## src/rtl/bcd_calc_ctrl.sv

```systemverilog
// Keypad calculator controller: collects two NDIG-digit BCD operands, then adds or
// subtracts them one digit per cycle and drives the seven-segment display value.
module bcd_calc_ctrl #(
    parameter int NDIG = 4
) (
    input  logic              i_clk,
    input  logic              i_rst,
    input  logic              i_key_valid,
    input  logic [3:0]        i_key_code,
    output logic [4*NDIG-1:0] o_disp_bcd,
    output logic              o_neg,
    output logic              o_ovf,
    output logic              o_busy,
    output logic              o_done
);

    localparam int W  = 4 * NDIG;
    localparam int IW = (NDIG > 1) ? $clog2(NDIG) : 1;
    localparam int CW = $clog2(NDIG + 1);
    localparam logic [CW-1:0] CNT_MAX  = CW'(NDIG);
    localparam logic [CW-1:0] CNT_ONE  = CW'(1);
    localparam logic [IW-1:0] IDX_LAST = IW'(NDIG - 1);
    localparam logic [IW-1:0] IDX_ONE  = IW'(1);

    typedef enum logic [1:0] {
        ST_ENTER_A = 2'd0,
        ST_ENTER_B = 2'd1,
        ST_CALC    = 2'd2,
        ST_SHOW    = 2'd3
    } state_t;

    state_t        r_state, w_state_nxt;
    logic [W-1:0]  r_a, r_b, r_res, r_disp;
    logic [W-1:0]  w_a_nxt, w_b_nxt, w_res_nxt, w_disp_nxt;
    logic [CW-1:0] r_cnt, w_cnt_nxt;
    logic [IW-1:0] r_idx, w_idx_nxt;
    logic          r_op, r_c, r_swap, r_neg, r_ovf, r_busy, r_done;
    logic          w_op_nxt, w_c_nxt, w_swap_nxt, w_neg_nxt, w_ovf_nxt, w_done_nxt;

    logic          w_is_digit, w_is_op, w_is_eq, w_is_clr;
    logic [3:0]    w_x, w_y, w_dig;
    logic [4:0]    w_sum, w_dif;
    logic          w_cout;

    assign w_is_digit = i_key_valid && (i_key_code <= 4'd9);
    assign w_is_op    = i_key_valid && ((i_key_code == 4'hA) || (i_key_code == 4'hB));
    assign w_is_eq    = i_key_valid && (i_key_code == 4'hE);
    assign w_is_clr   = i_key_valid && (i_key_code == 4'hC);

    // r_swap selects b-a when a<b so the subtraction never goes negative
    assign w_x   = r_swap ? r_b[{r_idx, 2'b00} +: 4] : r_a[{r_idx, 2'b00} +: 4];
    assign w_y   = r_swap ? r_a[{r_idx, 2'b00} +: 4] : r_b[{r_idx, 2'b00} +: 4];
    assign w_sum = {1'b0, w_x} + {1'b0, w_y} + {4'd0, r_c};
    assign w_dif = {1'b0, w_x} - {1'b0, w_y} - {4'd0, r_c};

    // State register and all registered outputs
    always_ff @(posedge i_clk) begin
        if (i_rst) begin
            r_state <= ST_ENTER_A;
            r_a     <= {W{1'b0}};
            r_b     <= {W{1'b0}};
            r_res   <= {W{1'b0}};
            r_disp  <= {W{1'b0}};
            r_cnt   <= {CW{1'b0}};
            r_idx   <= {IW{1'b0}};
            r_op    <= 1'b0;
            r_c     <= 1'b0;
            r_swap  <= 1'b0;
            r_neg   <= 1'b0;
            r_ovf   <= 1'b0;
            r_busy  <= 1'b0;
            r_done  <= 1'b0;
        end else begin
            r_state <= w_state_nxt;
            r_a     <= w_a_nxt;
            r_b     <= w_b_nxt;
            r_res   <= w_res_nxt;
            r_disp  <= w_disp_nxt;
            r_cnt   <= w_cnt_nxt;
            r_idx   <= w_idx_nxt;
            r_op    <= w_op_nxt;
            r_c     <= w_c_nxt;
            r_swap  <= w_swap_nxt;
            r_neg   <= (w_state_nxt == ST_SHOW) ? w_neg_nxt : 1'b0;
            r_ovf   <= (w_state_nxt == ST_SHOW) ? w_ovf_nxt : 1'b0;
            r_busy  <= (w_state_nxt == ST_CALC);
            r_done  <= w_done_nxt;
        end
    end

    // Next-state, datapath and display selection
    always_comb begin
        w_state_nxt = r_state;
        w_a_nxt     = r_a;
        w_b_nxt     = r_b;
        w_res_nxt   = r_res;
        w_cnt_nxt   = r_cnt;
        w_idx_nxt   = r_idx;
        w_op_nxt    = r_op;
        w_c_nxt     = r_c;
        w_swap_nxt  = r_swap;
        w_neg_nxt   = r_neg;
        w_ovf_nxt   = r_ovf;
        w_done_nxt  = 1'b0;
        w_disp_nxt  = r_disp;
        w_dig       = 4'd0;
        w_cout      = 1'b0;

        if (r_op) begin
            if (w_dif[4]) begin
                w_dig  = w_dif[3:0] + 4'd10;
                w_cout = 1'b1;
            end else begin
                w_dig  = w_dif[3:0];
                w_cout = 1'b0;
            end
        end else begin
            if (w_sum > 5'd9) begin
                w_dig  = w_sum[3:0] - 4'd10;
                w_cout = 1'b1;
            end else begin
                w_dig  = w_sum[3:0];
                w_cout = 1'b0;
            end
        end

        if (w_is_clr) begin
            w_state_nxt = ST_ENTER_A;
            w_a_nxt     = {W{1'b0}};
            w_b_nxt     = {W{1'b0}};
            w_res_nxt   = {W{1'b0}};
            w_cnt_nxt   = {CW{1'b0}};
            w_idx_nxt   = {IW{1'b0}};
            w_op_nxt    = 1'b0;
            w_c_nxt     = 1'b0;
            w_swap_nxt  = 1'b0;
            w_neg_nxt   = 1'b0;
            w_ovf_nxt   = 1'b0;
        end else begin
            case (r_state)
                ST_ENTER_A: begin
                    if (w_is_digit && (r_cnt < CNT_MAX)) begin
                        w_a_nxt      = r_a << 4;
                        w_a_nxt[3:0] = i_key_code;
                        w_cnt_nxt    = r_cnt + CNT_ONE;
                    end else if (w_is_op) begin
                        w_op_nxt    = i_key_code[0];
                        w_b_nxt     = {W{1'b0}};
                        w_cnt_nxt   = {CW{1'b0}};
                        w_state_nxt = ST_ENTER_B;
                    end else begin
                        w_state_nxt = ST_ENTER_A;
                    end
                end
                ST_ENTER_B: begin
                    if (w_is_digit && (r_cnt < CNT_MAX)) begin
                        w_b_nxt      = r_b << 4;
                        w_b_nxt[3:0] = i_key_code;
                        w_cnt_nxt    = r_cnt + CNT_ONE;
                    end else if (w_is_op) begin
                        w_op_nxt = i_key_code[0];
                    end else if (w_is_eq) begin
                        w_idx_nxt   = {IW{1'b0}};
                        w_c_nxt     = 1'b0;
                        w_swap_nxt  = r_op && (r_a < r_b);
                        w_state_nxt = ST_CALC;
                    end else begin
                        w_state_nxt = ST_ENTER_B;
                    end
                end
                ST_CALC: begin
                    w_res_nxt[{r_idx, 2'b00} +: 4] = w_dig;
                    w_c_nxt   = w_cout;
                    w_idx_nxt = r_idx + IDX_ONE;
                    if (r_idx == IDX_LAST) begin
                        w_ovf_nxt   = ~r_op & w_cout;
                        w_neg_nxt   = r_op & r_swap;
                        w_done_nxt  = 1'b1;
                        w_state_nxt = ST_SHOW;
                    end else begin
                        w_state_nxt = ST_CALC;
                    end
                end
                ST_SHOW: begin
                    if (w_is_digit) begin
                        w_a_nxt      = {W{1'b0}};
                        w_a_nxt[3:0] = i_key_code;
                        w_cnt_nxt    = CNT_ONE;
                        w_state_nxt  = ST_ENTER_A;
                    end else if (w_is_op && !r_neg && !r_ovf) begin
                        // chained result is the full a operand; the counter then tracks b entry
                        w_a_nxt     = r_res;
                        w_b_nxt     = {W{1'b0}};
                        w_cnt_nxt   = {CW{1'b0}};
                        w_op_nxt    = i_key_code[0];
                        w_state_nxt = ST_ENTER_B;
                    end else begin
                        w_state_nxt = ST_SHOW;
                    end
                end
                default: begin
                    w_state_nxt = ST_ENTER_A;
                end
            endcase
        end

        case (w_state_nxt)
            ST_ENTER_A: w_disp_nxt = w_a_nxt;
            ST_ENTER_B: w_disp_nxt = w_b_nxt;
            ST_CALC:    w_disp_nxt = r_disp;
            ST_SHOW:    w_disp_nxt = w_res_nxt;
            default:    w_disp_nxt = r_disp;
        endcase
    end

    assign o_disp_bcd = r_disp;
    assign o_neg      = r_neg;
    assign o_ovf      = r_ovf;
    assign o_busy     = r_busy;
    assign o_done     = r_done;

endmodule

```

## config.mk

```make
export PLATFORM = sky130hd
export DESIGN_NAME = bcd_calc_ctrl
export DESIGN_NICKNAME = d
export VERILOG_FILES = /design/src/rtl/bcd_calc_ctrl.sv
export SDC_FILE = /design/constraint.sdc
export NUM_CORES = 1
export LEC_CHECK = 0
export BUFFER_PORTS_ARGS = -buffer_cell sky130_fd_sc_hd__buf_4
export CAP_MARGIN = 10
export CORE_ASPECT_RATIO = 1.4
export CORE_UTILIZATION = 50
export CTS_CLUSTER_DIAMETER = 100
export DETAILED_ROUTE_END_ITERATION = 10
export GPL_ROUTABILITY_DRIVEN = 0
export PLACE_DENSITY_LB_ADDON = 0.12
export SLEW_MARGIN = 20
export SYNTH_ARGS = -nofsm -noshare
export SYNTH_HDL_FRONTEND = slang
export SYNTH_SLANG_ARGS = --single-unit
```

## constraint.sdc

```tcl
create_clock -name i_clk -period 5.3 [get_ports i_clk]
set_input_delay 1.06 -clock i_clk [delete_from_list [all_inputs] [get_ports i_clk]]
set_output_delay 1.06 -clock i_clk [all_outputs]
set_load 0.05 [all_outputs]
```

==> results.cfg, run 1 <==
[status]
run_status = complete, no violations

[die]
pin_count = 27
die-area_sq_mm = 0.0103
initial_utilization_pct = 52.0
die_w_um = 86.1
floorplan.die.height_um = 120
num_rows = 42
fp.coreArea_sq_mm = 0.00951

[final_layout]
antennaDiodeCount = 0
nets = 643
layout-drive-gt1-share_pct = 12.5
finish.instance_area_sq_mm = 0.00557
leading_cell_type_in_the_layout_fill_and_taps_excluded = dfxtp_1
syn_to_final_growth_pct = 12.5
nFillCells = 857
most-common-layout-cells = 78 x dfxtp_1, 71 x nor2_1, 39 x nand2_1

[critical_path]
timing.critical_path.arrival_ns = 4.71
r2r.worst_path.cells = 13
regToRegSetupSlack_ns = 0.83
critPathBufInv = 1
reg2reg_from = r_idx[0]
worstReg2RegEnd = o_disp_bcd[10]
worst_setup_path_end_kind = register
crit_required_ns = 5.54
cp_top_family = compound AO/OA/AOI/OAI gates
path_class = register to register
path_cells = mux4_2 -> mux2_2 -> fa_1 -> inv_1 -> fa_1 -> ha_1 -> nand2_1 -> nand2_1 -> o21ai_0 -> a21oi_1 -> a22oi_1 -> a22oi_1 -> o22ai_1
crit_path_max_incr_delay_ns = 0.83
critPathSlowestCell = dfxtp_1
startpoint_type = register
critical_path_peak_fanout = 17

[worst_hold_path]
hold_path.class = register to register
timing.hold.worst_endpoint = r_cnt[1]
worstHoldStart = r_cnt[1]
min_path_cells = 2

[sta]
grt_setup_unrepaired = no
timing.final.crit_share_pct = 84.3
fmax_mhz = 224
finClkSkew_ns = 0.00813
setup_slack_ns = 0.832
fin_setup_tns_ns = 0
hold_violations = 0
final_max_slew_viol_count = 0
timing_worst_slew_pin_value_ns = 1.15
headroom_to_the_max_slew_limit_pct = 23.0
fin_worst_hold_slack_ns = 0.477
setup_viol_count_final = 0
fin_crit_ns = 4.47

[route]
drt_first_pass_iters = 8
drt-wirelength-per-cell_um = 21.4
dr.first_iter.drc_count = 596
post_drt_via_cell_ratio = 6.45
detailroute.via_count = 4729
drc = 0
final_ant_viol_nets = 0
drt_wl_total_um = 15700

[job]
maxCapViolations = 0

[global_routing]
grt_max_degree = 44
grt_pass1_vias = 4475
grt.overflow.total = 0
groute.usage.overall_pct = 32.2
grt_pass1_wl_um = 24800
grt_antenna_before_repair = 0

[logic_synthesis]
yosys_most_used_dff = dfxtp_1
synth.ff_latch_count = 78
synthesis.yosys.warnings = 0
yosys.area.top_type_share_pct = 31.6
synth_fp_nets = 626
synthesis.instances = 579
avgSynthCellArea_sq_um = 8.55
yosysUniqueCellTypes = 61
synth_sequential_area_ratio_pct = 31.6
synth.largest_area_cell = dfxtp_1
main_area_contributors_after_synthesis = dfxtp_1 32%, ha_1 9.1%, a22oi_1 5.5%, nor2_1 5.4%, mux4_2 4.1%
synth_enable_flop_cells = 0
total_standard_cell_area_after_synthesis_sq_mm = 0.00495
postSynth.asyncResetShare_pct = 0

[clock_network]
tritoncts = done
clock_tree.buffer_depth = 2
cts_made_buffers = 9
post_cts_resized = 0
post-cts-setup-buffers = 0
clock_sinks = 78
cts_max_level = 3
hold_buffers = 0
cts.root.buffer_cell = clkbuf_16
worst_setup_hold_path_clk_slew_ns = 0.06
insertion_delay_ns = 0.35

[placed_design]
dp.final_hpwl_um = 11600
post_dp_cell_area_sq_mm = 0.00526
count_of_input_and_output_buffers = 26
detailedPlace.worstSlack_ns = 0.812

[pwr]
power_density_over_cell_area_mw_per_mm2 = 257
power.leakage_nw = 2.20
vdd_drop_max_mv = 0.192
total_power_w = 0.00143
worst register-to-register path, stage by stage (launching register included):
cell	delay, ns
dfxtp_1	0.83
mux4_2	0.63
mux2_2	0.32
fa_1	0.42
inv_1	0.08
fa_1	0.48
ha_1	0.23
nand2_1	0.06
nand2_1	0.07
o21ai_0	0.14
a21oi_1	0.11
a22oi_1	0.58
a22oi_1	0.23
o22ai_1	0.19
layout make-up:
cell class	instances	area [sq um]	area share (%)
clock inverters	5	58.8	1.06
well taps	132	165	2.97
clock buffers	11	243	4.36
multi-input cells	433	3120	56.1
inverters	38	143	2.56
flip-flops and latches	78	1560	28.1
repair buffers	36	270	4.86
synth_stat cells, types with 5 or more instances:
cell and n:
a211oi_1 5, a21o_1 8, a21oi_1 30, a222oi_1 7, a22oi_1 36, a32oi_1 8, and2_1 5, buf_1 7
buf_2 8, clkbuf_1 15, dfxtp_1 78, ha_1 36, inv_1 38, mux2_2 6, mux2i_1 11, mux4_2 9
nand2_1 39, nand2b_1 12, nand3_1 5, nor2_1 71, nor3_1 19, o21a_1 6, o21ai_0 24, o22ai_1 7
xnor2_1 5
metrics by stage:
step | utilization, % | std cells
finish | 58.5 | 733
global route | 58.5 | 733
CTS | 58.5 | 733
detailed placement | 55.3 | 717
global placement | 55.3 | 717
floorplan | - | 579
registers in the layout, summed over array words and instances (netlist names):
| name | count |
|---|---|
| r_op | 1 |
| r_swap | 1 |
| r_b | 16 |
| r_idx | 2 |
| o_busy | 1 |
| o_disp_bcd | 16 |
| r_state | 2 |
| r_cnt | 3 |
| o_neg | 1 |
| o_ovf | 1 |
| r_c | 1 |
| r_a | 16 |
| r_res | 16 |
| o_done | 1 |
report_power, final:
group | internal (W) | leakage (nW) | switching, W | total (W)
Clock | 0.000377 | 0.142 | 0.000250 | 0.000627
Combinational | 0.0000660 | 1.43 | 0.000126 | 0.000192
Sequential | 0.000597 | 0.630 | 0.0000135 | 0.000610
Total | 0.00104 | 2.20 | 0.000389 | 0.00143
logic make-up after synthesis:
group,synth area share [%]
buffers and inverters,5.36
AND/OR/NAND/NOR,18.0
multiplexers,7.69
XOR/XNOR,0.885
flip-flops,31.6
adder cells (fa/ha/maj),10.7
AO/OA/AOI/OAI,25.8
layer usage:
metal,part of all wire [%],global-route usage [%],vias to the layer above
met2,46,49.5,237
met1,40,41.5,2245
met4,5.7,19.1,0
met3,7.8,6.40,55
li1,-,-,2192
met5,0,0,-
how the worst max path moves through the flow:
stage | endpoint | slack, ns | cells past startpoint | from
6_report | o_disp_bcd[10] | 0.83 | 13 | r_idx[0]
5_1_grt | o_disp_bcd[2] | 0.52 | 13 | r_idx[0]
4_1_cts | o_disp_bcd[10] | 0.81 | 13 | r_idx[0]
3_5_place_dp | o_disp_bcd[2] | 0.81 | 13 | r_idx[0]
3_3_place_gp | o_disp_bcd[10] | 1.00 | 13 | r_idx[0]
2_1_floorplan | o_disp_bcd[7] | 1.13 | 15 | r_idx[0]
Note: power is estimated with default switching activity, not from simulation.
==> run 2, diff against run 1 <==
--- a/config.mk
+++ b/config.mk
@@ -5,6 +5,7 @@
 export SDC_FILE = /design/constraint.sdc
 export NUM_CORES = 1
 export LEC_CHECK = 0
+export ABC_AREA = 1
 export BUFFER_PORTS_ARGS = -buffer_cell sky130_fd_sc_hd__buf_4
 export CAP_MARGIN = 10
 export CORE_ASPECT_RATIO = 1.4
==> constraint.sdc (replaced) <==
create_clock -name i_clk -period 4.55 [get_ports i_clk]
set_input_delay 0.91 -clock i_clk [delete_from_list [all_inputs] [get_ports i_clk]]
set_output_delay 0.91 -clock i_clk [all_outputs]
set_load 0.05 [all_outputs]
==> run 2 against run 1 <==
Effect of this change: fmax is 13% higher; core utilization down 1.9 points; sequential power grew 25%; synthesized cell count up 44%; first-iteration DRC count decreased by 11%.
==> results.cfg, run 2 <==
[placed_design]
dp.final_hpwl_um = 12500
count_of_input_and_output_buffers = 26

[clock_network]
tritoncts = done
hold_buffers = 0
clock_tree.buffer_depth = 2
clock_sinks = 78
worst_setup_hold_path_clk_slew_ns = 0.06
cts_max_level = 3
cts.root.buffer_cell = clkbuf_16
insertion_delay_ns = 0.35
cts_made_buffers = 9

[global_routing]
grt_pass1_wl_um = 26900
grt_antenna_before_repair = 0
grt_pass1_vias = 5501
grt_max_degree = 40
grt.overflow.total = 0
groute.usage.overall_pct = 29.9

[logic_synthesis]
yosys.area.top_type_share_pct = 28.7
yosys_most_used_dff = dfxtp_1
synth.largest_area_cell = dfxtp_1
synth_sequential_area_ratio_pct = 28.7
post-synth-top-count-cell = nand2_1
synth_fp_nets = 881
synthesis.instances = 834
main_area_contributors_after_synthesis = dfxtp_1 29%, nand2_1 12%, ha_1 8.3%, a21oi_1 7.9%, o21ai_0 7.7%
total_standard_cell_area_after_synthesis_sq_mm = 0.00543
synth_enable_flop_cells = 0
yosysUniqueCellTypes = 45
synth.ff_latch_count = 78
postSynth.asyncResetShare_pct = 0
synthesis.yosys.warnings = 0
netlist_top_cells_count = 175 x nand2_1, 97 x inv_1, 86 x a21oi_1, 84 x o21ai_0, 78 x dfxtp_1
avgSynthCellArea_sq_um = 6.51

[pwr]
vdd_drop_max_mv = 0.238
power.leakage_nw = 2.66
combinationalPowerShare_pct = 23.4
power_switching_w = 0.000668
switching_share_pct = 34.0
internal_portion_of_total_power_w = 0.00129
share_seq_of_total_power_pct = 38.8
power_density_over_cell_area_mw_per_mm2 = 331
clock_power_share_pct = 37.8

[die]
die_w_um = 90.1
fp.coreArea_sq_mm = 0.0105
pin_count = 27
num_rows = 44
die-area_sq_mm = 0.0113
initial_utilization_pct = 51.9
floorplan.die.height_um = 125

[critical_path]
worstReg2RegEnd = o_disp_bcd[13]
path_class = register to register
timing.critical_path.arrival_ns = 4.26
critical_path_peak_fanout = 12
worst_setup_path_end_kind = register
startpoint_type = register
cp_top_family = simple AND/OR/NAND/NOR gates
critPathSlowestCell = fa_1
path_length_in_cells_of_the_critical_path = 24
crit_top_cell = nand2_1
setup.worst_path.end = o_disp_bcd[13]
reg2reg_from = r_idx[1]
critPathBufInv = 5
r2r.worst_path.cells = 24
regToRegSetupSlack_ns = 0.58
path_cells = buf_4 -> a21oi_1 -> o21ai_0 -> nand2_1 -> inv_1 -> o21ai_0 -> inv_1 -> fa_1 -> inv_1 -> fa_1 -> ha_1 -> inv_1 -> a21oi_1 -> a21oi_1 -> nand3_1 -> nand2_1 -> nor2_1 -> nand2_1 -> nand2_1 -> nor2_1 -> nand4_1 -> nand3_1 -> nand2_1 -> nand2_1
worstSetupStartpoint = r_idx[1]
crit_required_ns = 4.84
crit_path_max_incr_delay_ns = 0.48

[sta]
hold_violations = 0
fin_setup_tns_ns = 0
setup_viol_count_final = 0
final_max_slew_viol_count = 0
grt_setup_unrepaired = no
headroom_to_the_max_slew_limit_pct = 39.0
finClkSkew_ns = 0.00795
fmax_mhz = 252
fin_crit_ns = 3.97
timing.final.crit_share_pct = 87.2
timing_worst_slew_pin_value_ns = 0.911

[final_layout]
nets = 884
layout-drive-gt1-share_pct = 9.03
leading_cell_type_in_the_layout_fill_and_taps_excluded = nand2_1
most-common-layout-cells = 175 x nand2_1, 97 x inv_1, 86 x a21oi_1
antennaDiodeCount = 0
fin_util_pct = 56.7
nFillCells = 1061
syn_to_final_growth_pct = 9.07

[route]
post_drt_via_cell_ratio = 5.81
drt_wl_total_um = 16500
final_ant_viol_nets = 0
detailroute.via_count = 5693
drc = 0
drt-wirelength-per-cell_um = 16.8
drt_first_pass_iters = 6
dr.first_iter.drc_count = 530

[job]
maxCapViolations = 0

[worst_hold_path]
hold_path.class = register to register

[status]
run_status = complete, no violations
[run 2: cell types whose count changed after synthesis, sizes merged, moves of 11 or more]
cell	delta
nand2b	-12
inv	+68
o21ai	+69
nand3	+53
nand2	+147
nor2	+11
a22oi	-34
a21oi	+57
nand4	+14
mux2i	-11
[run 2: per-stage QoR]
step | total power [W] | std cells | setup slack (ns) | hold WS [ns] | cell area [sq um]
2_1_floorplan | 0.00110 | 834 | 1.02 | 0.447 | 5430
3_3_place_gp | 0.00122 | 964 | 0.561 | 0.439 | 5630
3_5_place_dp | 0.00123 | 964 | 0.453 | 0.441 | 5630
4_1_cts | 0.00196 | 980 | 0.429 | 0.454 | 5920
5_1_grt | 0.00205 | 980 | 0.184 | 0.476 | 5930
6_report | 0.00196 | 980 | 0.581 | 0.451 | 5930
[run 2: repair_timing]
| item | in CTS | in global routing |
|---|---|---|
| buffers inserted | 0 | 0 |
| setup endpoints to repair | 0 | 4 |
| resized for setup | 0 | 1 |
[run 2: kinds of logic after synthesis]
kind of cell	share of synthesized area (%)
simple gates	29.6
compound gates	20.6
buf+inv	11.1
flops	28.7
fa+ha+maj	9.77
xor+xnor	0.161
[run 2: routing by layer]
layer	vias up	wire, um	part of all wire [%]	GRT usage [%]
li1	2779	-	-	-
met1	2629	6720	41	35.3
met2	230	8070	49	52.1
met3	55	1020	6.2	5.23
met4	0	641	3.9	14.6
met5	-	0	0	0
[run 2: layout make-up]
cell class                      count  area (sq um)  share of cell area [%]
Clock buffer                       10           229                    3.86
Clock inverter                      6          70.1                    1.18
Inverter                          107           404                    6.82
Multi-Input combinational cell    612          3270                    55.2
Sequential cell                    78          1560                    26.4
Tap cell                          138           173                    2.91
Timing Repair Buffer               29           218                    3.67
[run 2: tightest hold or removal path: cells and delay by family, from the launching register on]
family           cells  cell delay (ns)
and+or+nand+nor      2             0.10
DFF                  1             0.31
[run 2: power by group through the flow]
stage / clock network (W) / logic [W] / registers [W]
2_1_floorplan: 0 / 0.000267 / 0.000831
3_3_place_gp: 0 / 0.000445 / 0.000774
3_5_place_dp: 0 / 0.000452 / 0.000775
4_1_cts: 0.000746 / 0.000453 / 0.000760
5_1_grt: 0.000778 / 0.000508 / 0.000765
6_report: 0.000742 / 0.000459 / 0.000761
[run 2: how the worst min path moves through the flow]
stage	startpoint	end	slack [ns]	cells after the start
2_1_floorplan	r_cnt[1]	r_cnt[1]	0.45	2
3_3_place_gp	o_disp_bcd[6]	o_disp_bcd[6]	0.44	2
3_5_place_dp	o_disp_bcd[3]	o_disp_bcd[3]	0.44	2
4_1_cts	o_disp_bcd[3]	o_disp_bcd[3]	0.45	2
5_1_grt	o_disp_bcd[5]	o_disp_bcd[5]	0.48	2
6_report	o_disp_bcd[3]	o_disp_bcd[3]	0.45	2
